**src/rtl/bus_ctrl_pkg.sv**
```systemverilog
// bus_ctrl_pkg: shared types and default tables for the 68000 bus controller.
//   state_t      - controller states (3-bit)
//   DEF_CS_*     - default chip-select region tables (region 0 = boot ROM)
//   cs_field()   - pulls field i of width w out of a packed table
package bus_ctrl_pkg;

  typedef enum logic [2:0] {
    IDLE = 3'd0,
    WAIT = 3'd1,
    ACK  = 3'd2,
    EXT  = 3'd3,
    BERR = 3'd4,
    AVEC = 3'd5
  } state_t;

  localparam int NUM_CS_DEF = 4;

  localparam logic [NUM_CS_DEF*8-1:0] DEF_CS_BASE = {8'h00, 8'h3E, 8'h3C, 8'h38};
  localparam logic [NUM_CS_DEF*8-1:0] DEF_CS_MASK = {8'h00, 8'hFE, 8'hFE, 8'hFC};
  localparam logic [NUM_CS_DEF*4-1:0] DEF_CS_WAIT = {4'd0, 4'd2, 4'd0, 4'd1};
  localparam logic [NUM_CS_DEF-1:0]   DEF_CS_EXT  = 4'b0100;

  // Field i (width w <= 8) of a packed table, zero-extended to 8 bits.
  // Tables are handed in widened to 256 bits so one function serves all.
  function automatic logic [7:0] cs_field(input logic [255:0] vec, input int i,
                                          input int w);
    logic [7:0] mask;
    mask = (8'd1 << w) - 8'd1;
    return 8'(vec >> (i * w)) & mask;
  endfunction

endpackage

```
**src/rtl/bus_ctrl_region_match.sv**
```systemverilog
// bus_ctrl_region_match: combinational priority decoder for chip-select regions.
//   addr  - CPU A[23:16]
//   boot  - 1 = overlay off; 0 forces region 0 regardless of address
//   hit   - one-hot winning region (all zero when nothing matches)
//   win   - index of the winning region
//   any   - some region won
module bus_ctrl_region_match import bus_ctrl_pkg::*; #(
  parameter int NUM_CS = 4,
  parameter logic [NUM_CS*8-1:0] CS_BASE = DEF_CS_BASE,
  parameter logic [NUM_CS*8-1:0] CS_MASK = DEF_CS_MASK,
  localparam int IDX_W = (NUM_CS > 1) ? $clog2(NUM_CS) : 1
) (
  input  logic [7:0]        addr,
  input  logic              boot,
  output logic [NUM_CS-1:0] hit,
  output logic [IDX_W-1:0]  win,
  output logic              any
);

  logic [NUM_CS-1:0] raw;

  for (genvar i = 0; i < NUM_CS; i++) begin : g_cmp
    localparam logic [7:0] B = cs_field(256'(CS_BASE), i, 8);
    localparam logic [7:0] M = cs_field(256'(CS_MASK), i, 8);
    assign raw[i] = ((addr ^ B) & M) == 8'h00;
  end

  // Scan from the top down so the lowest matching index is the last write.
  always_comb begin
    hit = '0;
    win = '0;
    any = 1'b0;
    if (!boot) begin
      hit[0] = 1'b1;
      any    = 1'b1;
    end else begin
      for (int i = NUM_CS - 1; i >= 0; i--) begin
        if (raw[i]) begin
          hit    = '0;
          hit[i] = 1'b1;
          win    = IDX_W'(i);
          any    = 1'b1;
        end
      end
    end
  end

endmodule

```
**src/rtl/bus_ctrl.sv**
```systemverilog
// bus_ctrl: parametrised 68000 bus controller.
//   CLK, RST      - clock shared with CPU; synchronous active-low reset
//   AS, IACK      - CPU address strobe / interrupt acknowledge (active-low)
//   ADDR          - CPU A[23:16]
//   DTACK_IN      - external DTACK from peripherals (active-low)
//   CS            - chip selects (active-low, at most one low)
//   DTACK, BERR   - to CPU (active-low)
//   VPA           - valid peripheral address (active-low)
//   BOOT          - 1 = boot-ROM overlay off
// Build option: define BUS_CTRL_AUTOVEC_EN to answer IACK cycles with VPA
// (autovector) instead of routing them through DTACK_IN.
module bus_ctrl import bus_ctrl_pkg::*; #(
  parameter int NUM_CS       = 4,
  parameter int BOOT_CYCLES  = 8,
  parameter logic [NUM_CS*8-1:0] CS_BASE = DEF_CS_BASE,
  parameter logic [NUM_CS*8-1:0] CS_MASK = DEF_CS_MASK,
  parameter logic [NUM_CS*4-1:0] CS_WAIT = DEF_CS_WAIT,
  parameter logic [NUM_CS-1:0]   CS_EXT  = DEF_CS_EXT,
  parameter int BERR_TIMEOUT = 64
) (
  input  logic              CLK,
  input  logic              RST,
  input  logic              AS,
  input  logic              IACK,
  input  logic [7:0]        ADDR,
  input  logic              DTACK_IN,
  output logic [NUM_CS-1:0] CS,
  output logic              DTACK,
  output logic              BERR,
  output logic              VPA,
  output logic              BOOT
);

  localparam int IDX_W  = (NUM_CS > 1) ? $clog2(NUM_CS) : 1;
  localparam int TCNT_W = $clog2(BERR_TIMEOUT);
  localparam int BCNT_W = $clog2(BOOT_CYCLES + 1);

  state_t state, nxt;
  logic [3:0]        wcnt;
  logic [TCNT_W-1:0] tcnt;
  logic [BCNT_W-1:0] bcnt;
  logic              boot_q, dtack_q, berr_q;

  logic [NUM_CS-1:0] hit;
  logic [IDX_W-1:0]  win;
  logic              hit_any;
  logic [3:0]        wait_tbl [NUM_CS];
  logic              timeout;

  bus_ctrl_region_match #(
    .NUM_CS  (NUM_CS),
    .CS_BASE (CS_BASE),
    .CS_MASK (CS_MASK)
  ) u_match (
    .addr (ADDR),
    .boot (boot_q),
    .hit  (hit),
    .win  (win),
    .any  (hit_any)
  );

  for (genvar i = 0; i < NUM_CS; i++) begin : g_wait
    localparam logic [7:0] WF = cs_field(256'(CS_WAIT), i, 4);
    assign wait_tbl[i] = WF[3:0];
  end

  assign timeout = tcnt == TCNT_W'(BERR_TIMEOUT - 1);

  always_comb begin
    nxt = state;
    case (state)
      IDLE: if (!AS) begin
        if (!IACK || !hit_any || CS_EXT[win]) nxt = EXT;
        else                                  nxt = WAIT;
`ifdef BUS_CTRL_AUTOVEC_EN
        if (!IACK) nxt = AVEC;
`endif
      end
      // Completion is checked before the watchdog: DTACK beats a
      // same-edge timeout.
      WAIT: if (AS)              nxt = IDLE;
            else if (wcnt == 4'd0) nxt = ACK;
            else if (timeout)      nxt = bus_ctrl_pkg::BERR;
      EXT:  if (AS)                    nxt = IDLE;
            else if (DTACK_IN && timeout) nxt = bus_ctrl_pkg::BERR;
      AVEC: if (AS)           nxt = IDLE;
            else if (timeout) nxt = bus_ctrl_pkg::BERR;
      ACK, bus_ctrl_pkg::BERR: if (AS) nxt = IDLE;
      default: nxt = IDLE;
    endcase
  end

  always_ff @(posedge CLK) begin
    if (!RST) begin
      state   <= IDLE;
      wcnt    <= '0;
      tcnt    <= '0;
      bcnt    <= '0;
      boot_q  <= 1'b0;
      dtack_q <= 1'b1;
      berr_q  <= 1'b1;
    end else begin
      state   <= nxt;
      dtack_q <= (nxt != ACK);
      berr_q  <= (nxt != bus_ctrl_pkg::BERR);
      if (state == IDLE) begin
        tcnt <= '0;
        if (!AS) begin
          wcnt <= wait_tbl[win];
          if (bcnt != BCNT_W'(BOOT_CYCLES)) bcnt <= bcnt + BCNT_W'(1);
        end else if (bcnt == BCNT_W'(BOOT_CYCLES)) begin
          boot_q <= 1'b1;
        end
      end else begin
        if (state == WAIT && wcnt != 4'd0) wcnt <= wcnt - 4'd1;
        // Hold at the terminal count so a long external DTACK cannot wrap it.
        if ((state == WAIT || state == EXT || state == AVEC) && !timeout)
          tcnt <= tcnt + TCNT_W'(1);
      end
    end
  end

`ifdef BUS_CTRL_AUTOVEC_EN
  logic vpa_q;
  // VPA starts one edge after the cycle start, hence requiring both the
  // current and next state to be AVEC.
  always_ff @(posedge CLK) begin
    if (!RST) vpa_q <= 1'b1;
    else      vpa_q <= !(state == AVEC && nxt == AVEC);
  end
  assign VPA = vpa_q;
`else
  assign VPA = 1'b1;
`endif

  assign CS    = (!RST || AS || !IACK) ? '1 : ~hit;
  assign DTACK = (state == EXT) ? DTACK_IN : dtack_q;
  assign BERR  = berr_q;
  assign BOOT  = boot_q;

endmodule

```
**config.mk**
```make
export PLATFORM = sky130hd
export DESIGN_NAME = bus_ctrl
export DESIGN_NICKNAME = d
export VERILOG_FILES = /design/src/rtl/bus_ctrl_pkg.sv /design/src/rtl/bus_ctrl_region_match.sv /design/src/rtl/bus_ctrl.sv
export SDC_FILE = /design/constraint.sdc
export NUM_CORES = 1
export LEC_CHECK = 0
export ABC_CLOCK_PERIOD_IN_PS = 4660
export BUFFER_PORTS_ARGS = -buffer_cell sky130_fd_sc_hd__clkbuf_2
export CORE_MARGIN = 8
export CORE_UTILIZATION = 59
export DETAILED_ROUTE_END_ITERATION = 10
export PLACE_DENSITY = 0.85
export SYNTH_ARGS = -nofsm -noshare
export SYNTH_HDL_FRONTEND = slang
export SYNTH_SLANG_ARGS = --single-unit
export TNS_END_PERCENT = 30
```
**constraint.sdc**
```tcl
create_clock -name CLK -period 4.66 [get_ports CLK]
set_input_delay 0.466 -clock CLK [delete_from_list [all_inputs] [get_ports CLK]]
set_output_delay 0.466 -clock CLK [all_outputs]
set_load 0.005 [all_outputs]
```
==> impl_metrics.json, run 1 <==
{
  "antenna_found_initial": 0,
  "timing.final.max_slew_violations": 0,
  "diodes": 0,
  "synth_top_cells_by_area": "dfxtp_1 (33%), ha_1 (4.1%), nand2_1 (3.4%)",
  "power_leakage_nw": 0.515,
  "design.core.area_mm2": 0.00194,
  "final_nets": 174,
  "synth_cell_types": 51,
  "pre_cts_ws_ns": 2.80,
  "synth_top_cell_area_share_pct": 33.2,
  "fin_tns_setup_ns": 0,
  "peakVddDrop_v": 0.000196,
  "dr.pass1.iters": 4,
  "num_rows": 16,
  "ys_seq_area_share_pct": 33.2,
  "clockBufferDepth": 2,
  "startpoint_type": "flip-flop",
  "grt_first_pass_wirelength_um": 4560,
  "routed_wl_um": 2630,
  "yosysWarnings": 0,
  "worst_hold_slack_ns": 0.510,
  "final_common_cell": "dfxtp_1",
  "fin_crit_sh_pct": 46.1,
  "synth_top_area_cell": "dfxtp_1",
  "layout_common_cells": "dfxtp_1 (20), clkbuf_2 (18), nand2_1 (11), nor2_1 (10), inv_1 (8)",
  "rsz0062_at_grt": "no",
  "die_x_um": 61.2,
  "status": "finished, final reports clean",
  "grt_max_degree": 15,
  "fillers": 170,
  "numCtsBuffers": 3,
  "postCtsSetupBuffers": 0,
  "final_cell_area_mm2": 0.00135,
  "cellPowerDensity_mw_per_mm2": 307,
  "vias": 1118,
  "syn_area_mm2": 0.00121,
  "synth_edf_count": 0,
  "dp_hpwl_um": 2010,
  "post-route-util_pct": 69.5,
  "clk_latency_ns": 0.31,
  "relSlewSlack_pct": 60.2,
  "netlist_instances": 139,
  "vias_per_cell": 6.11,
  "drt_iter0_drc": 24,
  "path_class": "reg -> out",
  "syn_area_per_cell_um2": 8.68,
  "skew_ns": 0.00627,
  "dieHeight_um": 61.2,
  "synth_nets": 156,
  "grt_util_all_layers_pct": 15.8,
  "gp_congestion": 0.828,
  "crit_fanout": 14,
  "r2r_slack_ns": 2.88,
  "cts_tree": "yes",
  "fmax_mhz": 465,
  "endpoint_kind": "output pin",
  "power_uw": 415,
  "crit_required_ns": 4.19,
  "async_flop_share_pct": 0,
  "worst_slack_ns": 2.51,
  "start_util_pct": 62.1,
  "syn_to_final_growth_pct": 11.9,
  "grt_overflow": 0,
  "synth-main-ff-cell": "dfxtp_1",
  "cts_sinks": 20,
  "drive_gt1_share_pct": 21.2,
  "clk_pin_slew_worst_paths_ns": 0.12,
  "port_buffers": 18,
  "crit_arrival_ns": 1.68,
  "reg2regPathDepth": 4,
  "worst_pin_slew_ns": 0.593,
  "cts_max_level": 1,
  "antenna_left": 0,
  "die_area_mm2": 0.00375,
  "fin_cells": 183,
  "finalSetupViolations": 0,
  "clock-root-buffer": "clkbuf_4",
  "synth-seq-cells": 20,
  "cts_resized": 0,
  "io-pin-count": 21,
  "min_path_type": "reg -> reg",
  "finalHoldViolCount": 0,
  "place_inst": 179,
  "drv_cap": 0,
  "drc": 0,
  "post_drt_wl_per_cell_um": 14.4,
  "placed_area_mm2": 0.00130,
  "hold_buffers": 0,
  "period_minus_slack_ns": 2.15,
  "whs_path_depth": 2,
  "grt_pass1_vias": 1128
}
-- flip-flops by register name, indices dropped and copies added, names as in the netlist --
register	count
state	3
bcnt	4
dtack_q	1
BOOT	1
BERR	1
wcnt	4
tcnt	6
-- logic make-up (layout without fill, tap and decap cells) --
family,count (synthesis),count (layout),synth area share (%)
simple gates,64,64,32.8
compound gates,29,29,18.0
fa+ha+maj,4,4,4.15
mux,3,3,2.70
buf+inv,13,30,5.19
xor+xnor,5,5,3.63
flops,20,20,33.2
other cells,1,1,0.311
-- power by group --
group | internal (mW) | leakage (nW) | switching, mW
clock | 0.0870 | 0.0279 | 0.0572
combinational | 0.0363 | 0.325 | 0.0407
sequential | 0.180 | 0.163 | 0.0142
total | 0.303 | 0.515 | 0.112
-- cell usage after synthesis, types with 2 or more instances --
cell type,count
nand3_1,7
o21ai_0,3
nor2_1,10
and3_1,2
and2_1,3
nor2b_1,4
mux2_2,2
nand4_1,3
nand2_1,11
or3_1,2
o211ai_1,2
nand2b_1,2
buf_2,2
and4b_1,2
o41ai_1,2
a21oi_1,7
inv_1,8
nand3b_1,2
nor3b_2,2
ha_1,4
a31oi_1,3
dfxtp_1,20
nor3_1,5
xnor2_1,4
-- critical path, stage by stage, from the launching register on --
cell      delay, ns
dfxtp_1        0.71
nand2_1        0.10
nor2_1         0.12
mux2_2         0.34
clkbuf_2       0.11
-- layout make-up --
class                      instances  area, um2  share of cell area (%)
sequential                        20        400                    29.7
tap                               27       33.8                    2.50
inverter                           8       30.0                    2.22
timing repair buffer              18       90.1                    6.67
clock buffer                       3       22.5                    1.67
multi-input combinational        106        743                    55.1
clock inverter                     1       30.0                    2.22
-- per-layer routing --
layer | track usage [%] | part of all wire (%) | vias up | wire [um]
met5 | 0 | 0 | - | 0
li1 | - | - | 542 | -
met3 | 3.76 | 4.8 | 9 | 127
met4 | 8.64 | 2.9 | 0 | 77
met1 | 17.9 | 45 | 531 | 1190
met2 | 26.6 | 47 | 36 | 1240
-- worst paths after layout --
check	start	to
max reg2reg	state[1]	wcnt[0]
min	bcnt[1]	bcnt[1]
max	state[1]	DTACK
min reg2reg	bcnt[1]	bcnt[1]
No activity file was read; power rests on OpenSTA's default activity.
==> run 2: changes to the inputs <==
ABC_CLOCK_PERIOD_IN_PS = 1900   (was 4660)
CORE_UTILIZATION = 49   (was 59)
PLACE_DENSITY = 0.76   (was 0.85)
clock period = 1.9 ns   (was 4.66 ns; I/O delays follow)
==> run 2 against run 1 <==
Against the previous run:
- clock-buffer cell count is 1 higher
- combinational power grew to 2.7 times the previous value
- sequential power is 140% higher
- critical path type unchanged
- hold slack worse by 0.25 ns
- total power is 120% higher
- die area is 15% higher
- highest routed layer is now met3
- flip-flop and latch count stayed put
- first-iteration DRC count grew to 3.6 times the previous value
==> impl_metrics.json, run 2 (same netlist as run 1, synthesis figures left out) <==
{
  "fillers": 233,
  "pwr-share-clk_pct": 26.5,
  "post_drt_wl_per_cell_um": 13.3,
  "io-pin-count": 21,
  "fin_cells": 189,
  "fin_crit_sh_pct": 90.9,
  "dr.pass1.iters": 4,
  "drt_iter0_drc": 86,
  "hold_buffers": 0,
  "relSlewSlack_pct": 63.4,
  "critPathTopFamily": "flip-flops",
  "pwr-share-comb_pct": 22.5,
  "timing.final.max_slew_violations": 0,
  "vias": 1091,
  "status": "finished, final reports clean",
  "grt_pass1_vias": 1071,
  "clk_latency_ns": 0.30,
  "pwr-share-seq_pct": 51.0,
  "clock-root-buffer": "clkbuf_4",
  "place_inst": 185,
  "drive_gt1_share_pct": 22.6,
  "drv_cap": 0,
  "path_class": "reg -> out",
  "peakVddDrop_v": 0.000468,
  "start_util_pct": 50.1,
  "fmax_mhz": 579,
  "crit_arrival_ns": 1.54,
  "grt_util_all_layers_pct": 12.6,
  "diodes": 0,
  "seqCellArea_um2": 400,
  "cts_sinks": 20,
  "power_leakage_nw": 0.524,
  "dieHeight_um": 65.6,
  "r2r_slack_ns": 0.28,
  "gp_congestion": 0.792,
  "finalSetupViolations": 0,
  "routed_wl_um": 2510,
  "drc": 0,
  "clk_pin_slew_worst_paths_ns": 0.11,
  "die_area_mm2": 0.00431,
  "critPathBufInv": 1,
  "largestRegisters": "tcnt: 6 flops, bcnt: 4 flops, wcnt: 4 flops",
  "final_nets": 177,
  "period_minus_slack_ns": 1.73,
  "cp_slowest_cell": "dfxtp_1",
  "dp_hpwl_um": 1970,
  "fin_tns_setup_ns": 0,
  "p_int_uw": 656,
  "worst_pin_slew_ns": 0.545,
  "cts_max_level": 1,
  "top_register": "tcnt",
  "antenna_found_initial": 0,
  "cts_tree": "yes",
  "placed_area_mm2": 0.00132,
  "finalHoldViolCount": 0,
  "vias_per_cell": 5.77,
  "p_sw_share_pct": 28.5,
  "final_cell_area_mm2": 0.00136,
  "multi_input_area_um2": 743,
  "crit_required_ns": 1.71,
  "final_common_cell": "dfxtp_1",
  "grt_first_pass_wirelength_um": 4510,
  "cellPowerDensity_mw_per_mm2": 674,
  "grt_overflow": 0,
  "largest_reg_flops": 6,
  "startpoint_type": "flip-flop",
  "skew_ns": 0.00246,
  "design.core.area_mm2": 0.00241,
  "grt_max_degree": 15,
  "worstPathCellList": "nand2_1 > nor2_1 > mux2_2 > clkbuf_2",
  "syn_to_final_growth_pct": 12.8,
  "endpoint_kind": "output pin",
  "antenna_left": 0,
  "max_stage_delay_ns": 0.59,
  "layout_common_cells": "dfxtp_1 (20), clkbuf_2 (18), nand2_1 (11), nor2_1 (10), inv_1 (8)",
  "postCtsSetupBuffers": 0,
  "die_x_um": 65.6,
  "numCtsBuffers": 3,
  "power_switching_uw": 261,
  "rsz0062_at_grt": "no",
  "crit_fanout": 12,
  "min_path_type": "in -> reg",
  "cts_resized": 0,
  "num_rows": 18,
  "clockBufferDepth": 2,
  "port_buffers": 18
}
run 2: cell count changes in the layout (fill, tap and decap cells not counted):
cell / change
bufinv_16: -1
buf_4: +3
clkbuf_8: +1
run 2: final cells by class:
type	count	share of cell area, %
Clock buffer	4	2.67
Tap cell	30	2.76
Multi-Input combinational cell	106	54.6
Timing Repair Buffer	21	8.28
Inverter	8	2.21
Sequential cell	20	29.4
run 2: per-layer routing:
layer	vias to the layer above	global-route usage, %	part of all wire [%]
met3	0	3.91	3.8
met5	-	0	0
met4	0	3.00	0
met1	527	13.8	43
li1	544	-	-
met2	20	22.9	53
run 2: final timing paths:
kind / startpoint / endpoint / depth (start not counted)
max: state[0] / DTACK / 4
min: AS / wcnt[3] / 3
max reg2reg: state[0] / wcnt[0] / 4
min reg2reg: bcnt[1] / bcnt[1] / 2
run 2: stage by stage:
stage	setup slack (ns)	power [mW]	hold WS, ns	util [%]
final	0.174	0.917	0.257	56.4
after detailed placement	0.317	0.683	0.508	54.9
after global placement	0.348	0.673	0.488	54.9
after CTS	0.168	0.926	0.246	56.4
after global routing	0.0757	0.975	0.282	56.4
after floorplan	0.433	0.624	0.352	-
run 2: worst reg2reg max path, stage by stage (launching register included):
cell and delay [ns]:
dfxtp_1 0.45, nor4_4 0.57, a21oi_1 0.13, a221oi_1 0.29
nor2b_1 0.08
run 2: power groups by stage:
stage	clock (mW)	combinational (mW)	sequential (mW)
detailed placement	0	0.207	0.477
CTS	0.251	0.208	0.467
finish	0.243	0.206	0.468
global placement	0	0.198	0.475
floorplan	0	0.154	0.470
global route	0.272	0.232	0.471
==> run 3: changes to the inputs <==
ABC_AREA = 1   (was default)
CAP_MARGIN = 20   (was default)
==> run 3 against run 2 <==
Against the previous run:
- sequential share of layout area rose by 1.2 points
- non-clock buffer count fell by 3
- register-to-register slack improved by 0.17 ns
- die area fell by 3.1%
- design area fell by 4.0%
- wire length barely moved
- core utilization rose by 2.0 points
- area after synthesis fell by 4.0%
==> impl_metrics.json, run 3 <==
{
  "status": "finished, final reports clean",
  "grt_overflow": 0,
  "drv_cap": 0,
  "post_drt_wl_per_cell_um": 11.1,
  "hold_buffers": 0,
  "dieHeight_um": 64.6,
  "io-pin-count": 21,
  "fin_tns_setup_ns": 0,
  "largest_reg_flops": 6,
  "min_from": "AS",
  "placed_area_mm2": 0.00127,
  "final_common_cell": "nand2_1",
  "drive_gt1_share_pct": 14.2,
  "clockBufferDepth": 2,
  "fmax_mhz": 688,
  "post-route-util_pct": 58.5,
  "power_leakage_nw": 0.568,
  "r2r_slack_ns": 0.45,
  "grt_first_pass_wirelength_um": 4420,
  "synth-main-ff-cell": "dfxtp_1",
  "final_nets": 215,
  "numCtsBuffers": 3,
  "synth_edf_count": 0,
  "p_int_uw": 622,
  "vias_per_cell": 5.08,
  "synth-seq-cells": 20,
  "num_rows": 17,
  "grt_max_degree": 12,
  "fillers": 232,
  "reg2regPathDepth": 4,
  "worst_hold_slack_ns": 0.181,
  "startpoint_type": "flip-flop",
  "dp_hpwl_um": 2070,
  "finalSetupViolations": 0,
  "largestRegisters": "tcnt: 6 flops, bcnt: 4 flops, wcnt: 4 flops",
  "finalHoldViolCount": 0,
  "synth_cell_types": 23,
  "yosysWarnings": 0,
  "syn_area_mm2": 0.00116,
  "syn_to_final_growth_pct": 12.9,
  "r2r_start": "state[1]",
  "diodes": 0,
  "drc": 0,
  "grt_util_all_layers_pct": 12.8,
  "cellPowerDensity_mw_per_mm2": 670,
  "min_to": "BOOT",
  "path_class": "reg -> reg",
  "antenna_found_initial": 0,
  "synth.most_common_cell": "nand2_1",
  "dr.pass1.iters": 4,
  "top_register": "tcnt",
  "pwr-share-seq_pct": 52.4,
  "drt_iter0_drc": 49,
  "clk_latency_ns": 0.30,
  "whs_path_depth": 3,
  "rsz0062_at_grt": "no",
  "endpoint_kind": "flip-flop",
  "period_minus_slack_ns": 1.45,
  "clock-root-buffer": "clkbuf_4",
  "start_util_pct": 51.8,
  "peakVddDrop_v": 0.000440,
  "cts_sinks": 20,
  "timing.final.max_slew_violations": 0,
  "pwr-share-comb_pct": 20.2,
  "crit_fanout": 8,
  "cts_resized": 0,
  "synth_top_area_cell": "dfxtp_1",
  "worst_r2r_endpoint": "bcnt[1]",
  "synth_common_cells": "nand2_1 (43), nor2_1 (25), inv_1 (23), dfxtp_1 (20), a21oi_1 (15)",
  "die_area_mm2": 0.00417,
  "cts_max_level": 1,
  "p_sw_share_pct": 28.9,
  "synth_top_cell_area_share_pct": 34.6,
  "antenna_left": 0,
  "ys_seq_area_share_pct": 34.6,
  "gp_congestion": 0.822,
  "syn_area_per_cell_um2": 6.54,
  "synth_top_cells_by_area": "dfxtp_1 (35%), nand2_1 (14%), nor2_1 (8.1%)",
  "clk_pin_slew_worst_paths_ns": 0.11,
  "postCtsSetupBuffers": 0,
  "crit_required_ns": 2.09,
  "netlist_instances": 177,
  "pwr-share-clk_pct": 27.4,
  "grt_pass1_vias": 1105,
  "skew_ns": 0.00486,
  "port_buffers": 18,
  "cts_tree": "yes",
  "crit_arrival_ns": 1.64,
  "fin_crit_sh_pct": 76.5,
  "power_switching_uw": 253,
  "async_flop_share_pct": 0,
  "layout_common_cells": "nand2_1 (43), nor2_1 (25), inv_1 (23), dfxtp_1 (20), clkbuf_2 (18)",
  "synth_nets": 194,
  "routed_wl_um": 2500,
  "die_x_um": 64.6,
  "vias": 1142,
  "design.core.area_mm2": 0.00223,
  "final_cell_area_mm2": 0.00131,
  "min_path_type": "in -> reg"
}
## run 3: changes by cell type in the layout (fill, tap and decap cells not counted), sizes merged, moves of 5 or more
| cell | before | now |
|---|---|---|
| a21oi | 8 | 15 |
| inv | 8 | 24 |
| nand2 | 11 | 46 |
| nand3 | 7 | 12 |
| nor2 | 11 | 26 |
## run 3: routing by layer
metal,vias up,GRT usage [%],part of all wire (%)
li1,604,-,-
met1,503,14.3,47
met2,30,21.2,45
met3,5,3.95,5.9
met4,0,6.54,2.0
met5,-,0,0
## run 3: power groups by stage
| stage | registers, mW | clock network (mW) | logic, mW |
|---|---|---|---|
| detailed placement | 0.468 | 0 | 0.177 |
| finish | 0.459 | 0.240 | 0.177 |
| global placement | 0.467 | 0 | 0.169 |
| floorplan | 0.464 | 0 | 0.133 |
| CTS | 0.459 | 0.251 | 0.178 |
| global route | 0.462 | 0.267 | 0.203 |
## run 3: kinds of logic (layout without fill, tap and decap cells)
kind of cell	after synthesis	in the layout	synth area share [%]
buffers and inverters	26	46	8.86
flip-flops	20	20	34.6
AO/OA/AOI/OAI	24	24	10.6
adder cells (fa/ha/maj)	4	4	4.32
other	1	1	0.324
AND/OR/NAND/NOR	97	97	37.5
XOR/XNOR	5	5	3.78
## run 3: critical path, stage by stage, from the launching register on
cell,delay [ns]
dfxtp_1,0.38
nor3_4,0.38
nand3b_1,0.27
o21ai_0,0.26
a21oi_1,0.06
## run 3: cell type report
| class | instances | area, um2 | share of cell area, % |
|---|---|---|---|
| Tap cell | 28 | 35.0 | 2.68 |
| Clock buffer | 4 | 36.3 | 2.78 |
| Sequential cell | 20 | 400 | 30.7 |
| Inverter | 24 | 90.1 | 6.90 |
| Timing Repair Buffer | 18 | 90.1 | 6.90 |
| Multi-Input combinational cell | 131 | 654 | 50.1 |
## run 3: worst max path at each step
stage | startpoint | endpoint | slack [ns] | cells past startpoint
floorplan | tcnt[0] | dtack_q | 0.65 | 8
global placement | tcnt[0] | dtack_q | 0.50 | 8
detailed placement | tcnt[0] | dtack_q | 0.46 | 8
CTS | state[1] | bcnt[2] | 0.43 | 4
global route | tcnt[0] | dtack_q | 0.30 | 8
finish | state[1] | bcnt[1] | 0.45 | 4
## run 3: per-stage QoR
stage               setup WS [ns]  total power [mW]  instances
floorplan                   0.646             0.597        177
global placement            0.504             0.635        221
detailed placement          0.459             0.646        221
CTS                         0.432             0.888        225
global route                0.300             0.933        225
finish                      0.446             0.876        225
